`src/rtl/sra_seq_shifter.sv`:
```
// Multi-cycle right shifter: ASR, LSR, ROR and round-half-up ASR, STEP bits per clock,
// with a start/done handshake and a sticky flag of the bits shifted out.
module sra_seq_shifter #(
    parameter int unsigned WIDTH = 8,
    parameter int unsigned STEP  = 2,
    localparam int unsigned SW   = $clog2(WIDTH) + 1
) (
    input  logic             clk,
    input  logic             rst_n,
    input  logic             start,
    input  logic [1:0]       mode,
    input  logic [WIDTH-1:0] operand,
    input  logic [SW-1:0]    shamt,
    output logic             ready,
    output logic             busy,
    output logic             done,
    output logic [WIDTH-1:0] result,
    output logic             sticky
);

    localparam logic [1:0] MODE_LSR = 2'b01;
    localparam logic [1:0] MODE_ROR = 2'b10;
    localparam logic [1:0] MODE_RND = 2'b11;
    localparam logic [WIDTH-1:0] ONE  = WIDTH'(1);
    localparam logic [WIDTH-1:0] ONES = {WIDTH{1'b1}};

    typedef enum logic [1:0] {S_IDLE, S_LOAD, S_SHIFT, S_DONE} state_t;

    state_t           state;
    logic [1:0]       mode_q;
    logic [WIDTH-1:0] shreg;
    logic [SW-1:0]    eff_q;
    logic [SW-1:0]    rem;
    logic             full_q;
    logic             acc_q;

    logic [SW-1:0]    eff_c;
    logic [SW-1:0]    k_c;
    logic [WIDTH-1:0] shifted_c;
    logic [WIDTH-1:0] out_bits_c;
    logic [WIDTH-1:0] rounded_c;
    logic             last_c;
    logic             guard_c;
    logic             sticky_c;
    logic             arith_c;

    // Effective amount from the raw request: rotate wraps, the others saturate at WIDTH.
    always_comb begin
        eff_c = '0;
        if (mode == MODE_ROR) begin
            eff_c = shamt % SW'(WIDTH);
        end else begin
            eff_c = (shamt > SW'(WIDTH)) ? SW'(WIDTH) : shamt;
        end
    end

    // One SHIFT-cycle datapath: shifted value, outgoing bits, guard and rounded result.
    always_comb begin
        k_c        = (rem < SW'(STEP)) ? rem : SW'(STEP);
        last_c     = (rem == k_c);
        arith_c    = (mode_q != MODE_LSR) && (mode_q != MODE_ROR);
        shifted_c  = '0;
        case (mode_q)
            MODE_LSR: shifted_c = shreg >> k_c;
            MODE_ROR: shifted_c = (shreg >> k_c) | (shreg << (SW'(WIDTH) - k_c));
            default:  shifted_c = WIDTH'($signed(shreg) >>> k_c);
        endcase
        out_bits_c = shreg & ~(ONES << k_c);
        // A full-width arithmetic shift pushes out the sign itself; that bit is kept as sign, not sticky.
        if (arith_c && full_q && last_c) begin
            out_bits_c = out_bits_c & ~(ONE << (k_c - SW'(1)));
        end
        guard_c   = |(shreg & (ONE << (k_c - SW'(1))));
        sticky_c  = (mode_q == MODE_ROR) ? 1'b0 : (acc_q | (|out_bits_c));
        rounded_c = shifted_c + (((mode_q == MODE_RND) && guard_c) ? ONE : '0);
    end

    // Control FSM with registered handshake and result outputs.
    always_ff @(posedge clk or negedge rst_n) begin
        if (!rst_n) begin
            state  <= S_IDLE;
            mode_q <= '0;
            shreg  <= '0;
            eff_q  <= '0;
            rem    <= '0;
            full_q <= 1'b0;
            acc_q  <= 1'b0;
            ready  <= 1'b1;
            busy   <= 1'b0;
            done   <= 1'b0;
            result <= '0;
            sticky <= 1'b0;
        end else begin
            case (state)
                S_IDLE: begin
                    if (start) begin
                        shreg  <= operand;
                        mode_q <= mode;
                        eff_q  <= eff_c;
                        ready  <= 1'b0;
                        busy   <= 1'b1;
                        state  <= S_LOAD;
                    end
                end
                S_LOAD: begin
                    rem    <= eff_q;
                    acc_q  <= 1'b0;
                    full_q <= (eff_q == SW'(WIDTH));
                    if (eff_q == '0) begin
                        result <= shreg;
                        sticky <= 1'b0;
                        done   <= 1'b1;
                        state  <= S_DONE;
                    end else begin
                        state  <= S_SHIFT;
                    end
                end
                S_SHIFT: begin
                    shreg <= shifted_c;
                    rem   <= rem - k_c;
                    acc_q <= sticky_c;
                    if (last_c) begin
                        result <= rounded_c;
                        sticky <= sticky_c;
                        done   <= 1'b1;
                        state  <= S_DONE;
                    end
                end
                S_DONE: begin
                    done  <= 1'b0;
                    busy  <= 1'b0;
                    ready <= 1'b1;
                    state <= S_IDLE;
                end
                default: begin
                    state <= S_IDLE;
                end
            endcase
        end
    end

endmodule
```
`config.mk`:
```
export PLATFORM = sky130hd
export DESIGN_NAME = sra_seq_shifter
export DESIGN_NICKNAME = d
export VERILOG_FILES = /design/src/rtl/sra_seq_shifter.sv
export SDC_FILE = /design/constraint.sdc
export NUM_CORES = 1
export LEC_CHECK = 0
export CAP_MARGIN = 30
export CORE_UTILIZATION = 44
export DETAILED_ROUTE_END_ITERATION = 8
export PLACE_DENSITY = 0.69
export SLEW_MARGIN = 15
export SYNTH_ARGS = -nofsm -noshare
export SYNTH_HDL_FRONTEND = slang
export SYNTH_SLANG_ARGS = --single-unit
```
`constraint.sdc`:
```
create_clock -name clk -period 3.4 [get_ports clk]
set_input_delay 0.51 -clock clk [delete_from_list [all_inputs] [get_ports clk]]
set_output_delay 0.51 -clock clk [all_outputs]
set_load 0.005 [all_outputs]
```
Word-level counts from Yosys, hierarchy flattened
Index checks and enable logic that the tools add are counted.

word-level totals
  output and inout port bits = 12
  bits in writable memories = 0
  bits in read-only memories = 0
  memories kept = 0
  bits in registers = 34
  input bits = 17
  latch bits = 0
  word-level logic and storage cells = 90

operators by class
  multiply operators = 0
  mux-type cells = 28
  equal/unequal tests = 14
  add/sub/neg operators = 4
  bitwise operators = 7
  $lt $le $gt $ge = 2
  shift-type cells = 5
  reduce and logical (&&, ||, !) cells = 18
  div/mod/pow operators = 0

operators by type and width
  kind                 number
  $pmux 8 s2           3
  $mux 8               4
  $and 8x8->8          3
  $not 8->8            2
  $reduce_or 8->1      2
  $mux 4               3
  $eq 2x2->1 const B   5
  $mux 1               9
  $add 8x1->8          1
  $ne 2x2->1 const B   4
  $or 8x8->8           1
  $pmux 1 s2           4
  $pmux 2 s4           1
  $pmux 4 s2           1
  $reduce_and 2->1     4
  $shl 1x4->8 const A  1
  $shl 8x4->8          1
  $shl 8x4->8 const A  1
  $shr 8x4->8          1
  $sshr 8x4->8         1
  $reduce_and 3->1     2
  $reduce_bool 2->1    3
  $eq 2x1->1 const B   2
  $eq 4x4->1           1
  other kinds (14)     18

Depth between registers and ports, before layout
Gate-level depths: netlist of run 1.

  word-level depth = 12
  mapped depth = 14

Worst setup path after synthesis of run 1
OpenSTA, ideal clock, no wires.

  path kind = reg2reg
  start = register rem[1]
  end = register result[6]
  arrival = 3114 ps
  setup time = 125 ps
  cell stages (with the launch flop) = 14
  required time = 3275 ps
  path buffers = 2
  clock period less this slack = 3239 ps
  slack = 161 ps
  cell sequence = dfrtp_1 -> buf_6 -> nor3_1 -> clkbuf_1 -> ha_1 -> ha_1 -> nand3b_1 -> o32ai_1 -> ha_1 -> ha_1 -> o211ai_1 -> nor3_1 -> xor2_1 -> o21ai_1

between the ends
  cells in the longest elaborated chain, start to end = 11
  elaborated cells on any way between the ends = 20

ends and longest elaborated chain
  item                                                                  RTL line  RTL
  start: declaration                                                    33        logic [SW-1:0] rem;
  start signal: assignment                                              106       rem <= eff_q;
  start signal: assignment                                              120       rem <= rem - k_c;
  parallel branches: the longest is 11 deep, another holds $add 8x1->8  --
  end signal: assignment                                                110       result <= shreg;
  end signal: assignment                                                123       result <= rounded_c;
  end: declaration                                                      17        output logic [WIDTH-1:0] result,

Several ways; the timed one is not identified. The select of a mux whose other input is x is not followed.
A chain may end at the register's enable or synchronous reset.

Final worst setup path of run 1
  start = register rem[2]
  end = register result[7]

The elaborated chain is that of the path after synthesis.

==> metrics, run 1 <==
status=completed; total negative slack=0 ns; Seq cells post-synth=34; CP cell instances=or4b_4 -> ha_1 -> ha_1 -> buf_4 -> o31ai_1 -> a221o_1 -> a21oi_1 -> nor4_2 -> xnor2_1 -> o21ai_1; final period utilization=95.1%; register area share after synthesis=32.6%; clk_skew=~0.0064 ns; Worst-path clk slew=around 0.070 ns; pin count of the biggest net entering global routing=35; nets=roughly 370; grt ovf=0; HP Class=reg -> reg; leak pwr=~1.3 nW; half-perimeter wire length after placement=~4.8 mm; drt drc=0; Peak VDD IR=roughly 0.00045 V; number of global-route vias before repair=~2200; Avg Cell Area, Syn=~8.6 um^2; Reg power frac=27.0%; Synth area leader=dfrtp_1; Boundary Pins=29; unrepaired setup endpoints after global routing=no; wire length per cell=between 15 and 20 um; Comb power frac=a little under two thirds; final instance area=3070 um^2; RD Place Congestion=0.921; Antenna Nets Post-Route=0; clock network fraction of total power=under 10%; area delta synth->final=17.5%; Synth Flop Type=dfrtp_1; vias=2295; postcts setup bufs=0; Setup Crit Path Kind=reg -> reg; Fill cells=558; # diodes=0; initial antenna violation count=0; P_sw=~1.5 mW; most used cell, CP=ha_1; library cells used by synthesis=59; row count=27; Resize count post-CTS=0; later-pin clock latency in the skew report=roughly 0.28 ns; DR pass1 iterations=4; All-Layer GR Usage=a little under a quarter; Setup crit end kind=flop; Max Transition Viols Final=0; Syn Std Cell Area=around 2600 um^2; top cells by count, synth=dfrtp_1 (33), nand2_1 (33), o21ai_0 (26), nor2_1 (22), a21oi_1 (21); ratio of cells with drive above 1 in the final layout=around a tenth; clock buffer count from CTS=5; Fin. Hold Viols=0; # clock sinks=34; number of flops mapped to enable cells by yosys=0; Max Buffers Root-to-Sink=2; CP max FO=9; Cells after Synth=between 300 and 400; Crit-path slowest cell=or4b_4; Fmax=between 300 and 400 MHz; hold_buf cts=0; final WL=about 6.5 mm; core area=around 5600 um^2; Int Power=between 1.5 and 2 mW; chip height=79.0 um; Post-synth ARST share=between 90% and 100%; Util after Layout=54.7%; critical path startpoint category=flop; pwr/cell area=around 1000 nW/um^2; Synth top area share=a little under a third; Sw Ratio=around half; Placed Area=2980 um^2; crit-path max cell delay=between 0.5 and 0.6 ns; Tmin final=~3.2 ns; Arrival @ worst endpoint=roughly 3.4 ns; Buffers on Ports=28; Least-Margin Pin Slew=just over 0.5 ns; H-tree depth=2; first-pass GRT wire length=about 11 mm; largest cells by area after synthesis=dfrtp_1 (32%), ha_1 (8.6%), mux2i_1 (7.7%), o21ai_0 (5.0%), nand2_1 (4.7%); Die Width=approximately 79 um; WP data required=3.57 ns; full die area=roughly 6200 um^2; CTS tree=yes; synthesis warning total=0; initial core utilization=a little under half; setup violators final=0; initial drt markers=a little under 200; Max-Cap Viols=0; Via density=approximately 5.7; Rel. slew slack=approximately two thirds; Root Buffer=clkbuf_8
-- per-stage QoR --
stage	std cells	worst slack (ns)	total power, mW	hold WS, ns
6_report	404	0.166	3.19	0.498
5_1_grt	404	0.0227	3.49	0.526
4_1_cts	404	0.246	3.18	0.501
3_5_place_dp	396	0.248	2.87	0.490
3_3_place_gp	396	0.298	2.85	0.480
2_1_floorplan	303	0.161	2.24	0.214
-- cell families (layout without fill, tap and decap cells) --
kind of cell,Yosys count,in the layout,share of synthesized area (%)
AOI/OAI and AO/OA,91,91,22.9
buffers and inverters,38,67,6.76
DFF,34,34,32.6
and+or+nand+nor,87,87,16.1
adders and majority gates,18,18,8.63
muxes,26,26,10.7
other,2,3,0.288
xor gates and xnor gates,6,6,2.01
-- worst max-delay path: cells and delay by family, from the launching register on --
family	cells	cell delay, ns
AND/OR/NAND/NOR	2	0.69
AO/OA/AOI/OAI	4	0.96
adder cells (fa/ha/maj)	2	0.65
flip-flops	1	0.45
XOR/XNOR	1	0.17
buffers and inverters	1	0.20
-- power by group through the flow --
| stage | logic [mW] | registers [mW] | clock network [mW] |
|---|---|---|---|
| after floorplan | 1.51 | 0.735 | 0 |
| after global placement | 1.99 | 0.858 | 0 |
| after detailed placement | 2.01 | 0.863 | 0 |
| after CTS | 2.02 | 0.854 | 0.304 |
| after global routing | 2.27 | 0.892 | 0.322 |
| final | 2.03 | 0.863 | 0.296 |
-- per-layer routing --
metal | vias up | GRT usage (%) | routed length [um]
met5 | - | 0 | 0
met4 | 0 | 6.55 | 60
met3 | 7 | 2.87 | 296
met2 | 62 | 35.2 | 2880
met1 | 1082 | 34.7 | 3300
li1 | 1144 | - | -
-- flip-flops by register name, summed over array words and instances, names as in the netlist --
name	cells
ready	1
state	2
busy	1
rem	4
done	1
result	8
sticky	1
mode_q	2
acc_q	1
eff_q	4
full_q	1
shreg	8
-- final timing paths --
path,cells after the start,to,slack (ns),from
max,10,result[7],0.17,rem[2]
min,2,ready,0.50,ready
max reg2reg,10,result[7],0.17,rem[2]
min reg2reg,2,ready,0.50,ready
max in group asynchronous,2,ready,2.43,rst_n
min in group asynchronous,2,state[1],0.63,rst_n
-- layout make-up --
type                    count  area, um^2  share of cell area (%)
clock buffers               6        72.6                    2.37
clock inverters             2        13.8                   0.449
inverters                  19        83.8                    2.73
multi-input cells         231        1590                    51.7
flip-flops and latches     34         852                    27.8
well taps                  72        90.1                    2.94
repair buffers             40         370                    12.1
-- cells in the final DEF, fill, tap and decap left out, types with 3 or more instances in the layout --
master,n
clkdlybuf4s50_1,28
o22ai_1,3
o21ai_1,4
nor2_1,22
clkbuf_8,5
a21oi_1,21
nor3_1,5
xnor2_1,4
ha_1,18
conb_1,3
nand2_1,33
a22oi_1,5
a211oi_1,3
buf_4,12
a211oi_2,3
o21ai_0,26
mux2_2,4
nor2b_1,6
dfrtp_1,33
nand3_1,6
nand3b_1,5
inv_1,17
mux2i_1,20
No activity file was read; power rests on OpenSTA's default activity.
==> run 2, diff against run 1 <==
--- a/config.mk
+++ b/config.mk
@@ -6,9 +6,11 @@
 export NUM_CORES = 1
 export LEC_CHECK = 0
 export CAP_MARGIN = 30
-export CORE_UTILIZATION = 44
+export CELL_PAD_IN_SITES_DETAIL_PLACEMENT = 1
+export CELL_PAD_IN_SITES_GLOBAL_PLACEMENT = 1
+export CORE_UTILIZATION = 39
 export DETAILED_ROUTE_END_ITERATION = 8
-export PLACE_DENSITY = 0.69
+export PLACE_DENSITY = 0.79
 export SLEW_MARGIN = 15
 export SYNTH_ARGS = -nofsm -noshare
 export SYNTH_HDL_FRONTEND = slang
==> metrics, run 2 (synthesized netlist as in run 1, its figures left out) <==
status=completed; core area=6420 um^2 (+15%); # diodes=0 (unchanged); drt drc=0 (unchanged); Worst-path clk slew=0.08 ns (about the same); CTS tree=yes; RD Place Congestion=0.887 (-3.7%); vias=2371 (+3.3%); Max Buffers Root-to-Sink=2 (unchanged); Crit-path slowest cell=or4b_4; Max-Cap Viols=0 (unchanged); Setup crit end kind=flop; largest registers=result (8), shreg (8); postcts setup bufs=0 (unchanged); number of global-route vias before repair=2474 (+11%); most used cell, CP=ha_1; CP cell instances=or4b_4 -> ha_1 -> ha_1 -> buf_4 -> o2111a_1 -> ha_1 -> ha_1 -> o211ai_1 -> nor3_2 -> xor2_1 -> o21ai_1; ratio of cells with drive above 1 in the final layout=11.1% (+0.90 points); final WL=7.52 mm (+15%); Fmax=304 MHz (-1.6%); initial drt markers=131 (-34%); commonest non-fill, non-tap cells in the layout=nand2_1 (33), dfrtp_1 (33), clkdlybuf4s50_1 (28), o21ai_0 (26), nor2_1 (22); initial core utilization=40.6% (-5.9 points); WP data required=3.58 ns (about the same); Boundary Pins=29 (unchanged); Least-Margin Pin Slew=0.511 ns (-0.00229 ns); Die Width=83.8 um (+6.1%); critical path startpoint category=flop; clk_skew=0.00577 ns (-0.000630 ns); wire length per cell=18.4 um (+14%); # clock sinks=34 (unchanged); Root Buffer=clkbuf_8; Setup Crit Path Kind=reg -> reg; HP Class=reg -> reg; Rel. slew slack=66.0% (+0.15 points); CP delay by family, top=adder cells; Fin. Hold Viols=0 (unchanged); H-tree depth=2 (unchanged); later-pin clock latency in the skew report=0.29 ns (about the same); crit-path max cell delay=0.64 ns (+0.07 ns); row count=29 (+7.4%); area delta synth->final=18.4%; Via density=5.80 (+2.0%); chip height=83.8 um (+6.1%); setup violators final=0 (unchanged); leak pwr=1.30 nW (-0.12%); final period utilization=96.7% (+1.6 points); clock buffer count from CTS=5 (unchanged); Buffers on Ports=28 (unchanged); Peak VDD IR=0.000536 V (+19%); initial antenna violation count=0 (unchanged); nets=366 (unchanged); pin count of the biggest net entering global routing=35 (unchanged); worst path bufs/invs=1 (unchanged); half-perimeter wire length after placement=5.52 mm (+15%); pwr/cell area=1060 nW/um^2 (+2.1%); Tmin final=3.29 ns (+0.0538 ns); Antenna Nets Post-Route=0 (unchanged); Max Transition Viols Final=0 (unchanged); DR pass1 iterations=4 (unchanged); Arrival @ worst endpoint=3.47 ns (+0.07 ns); full die area=7020 um^2 (+12%); CP max FO=14 (+5); Fill cells=774 (+39%); All-Layer GR Usage=22.8% (-0.45 points); grt ovf=0 (unchanged); Util after Layout=48.1% (-6.6 points); first-pass GRT wire length=12.7 mm (+13%); total negative slack=0 ns (unchanged)
[run 2: cell count changes in the layout (fill, tap and decap cells not counted)]
cell and delta:
o31ai_2 +1, nor3_2 +2, clkinvlp_4 +1, o31ai_1 -1, clkbuf_1 +1, a21oi_2 +1
a21oi_1 -1, clkinv_4 -1, nor3_1 -2, clkinv_2 -1
[run 2: timing repair]
item,in CTS,in global routing
hold buffers,0,0
hold endpoints to repair,0,0
gates resized for setup,0,4
endpoints found under the setup margin,0,3
[run 2: worst min-delay path: stages, from the launching register on]
cell	delay (ns)
dfrtp_1	0.34
o31ai_1	0.07
o41ai_1	0.06
[run 2: stage by stage]
stage	cell area, um^2	worst slack (ns)	hold WS [ns]	std cells	power [mW]
finish	3090	0.113	0.508	409	3.28
global route	3090	-0.0240	0.554	409	3.54
CTS	3070	0.143	0.510	409	3.26
detailed placement	2990	0.186	0.497	401	2.93
global placement	2990	0.246	0.481	401	2.87
floorplan	2610	0.161	0.214	303	2.24
[run 2: final cells by class]
cell class	instances	area (um^2)	share of cell area, %
clock inverter	1	7.51	0.243
multi-input combinational	231	1600	51.9
sequential	34	852	27.6
clock buffer	7	76.3	2.47
tap	77	96.3	3.12
inverter	19	83.8	2.71
timing repair buffer	40	370	12.0
[run 2: final timing paths]
path	end	startpoint	slack [ns]	cells past startpoint
max in group asynchronous	ready	rst_n	2.41	2
hold / removal	done	done	0.51	2
setup / recovery	result[6]	rem[2]	0.11	11
hold reg to reg	done	done	0.51	2
min in group asynchronous	shreg[1]	rst_n	0.63	2
setup reg to reg	result[6]	rem[2]	0.11	11
[run 2: per-layer routing]
layer | up-vias | wire length (um) | part of all wire (%) | track usage, %
met5 | - | 0 | 0 | 0
met4 | 0 | 94 | 1.3 | 7.99
met3 | 8 | 198 | 2.6 | 2.57
met2 | 40 | 3530 | 47 | 37.3
met1 | 1190 | 3690 | 49 | 31.4
li1 | 1133 | - | - | -
[run 2: where the power goes]
part	switching, mW	leakage, nW	internal [mW]
clock	0.161	0.0385	0.145
combinational	1.19	0.843	0.915
sequential	0.262	0.414	0.608
total	1.62	1.30	1.67
==> run 3, diff against run 2 <==
--- a/config.mk
+++ b/config.mk
@@ -11,6 +11,7 @@
 export CORE_UTILIZATION = 39
 export DETAILED_ROUTE_END_ITERATION = 8
 export PLACE_DENSITY = 0.79
+export SKIP_CTS_REPAIR_TIMING = 1
 export SLEW_MARGIN = 15
 export SYNTH_ARGS = -nofsm -noshare
 export SYNTH_HDL_FRONTEND = slang
==> results of run 3 <==
Same layout as run 2: the final DEF is identical, and so are final timing and power.
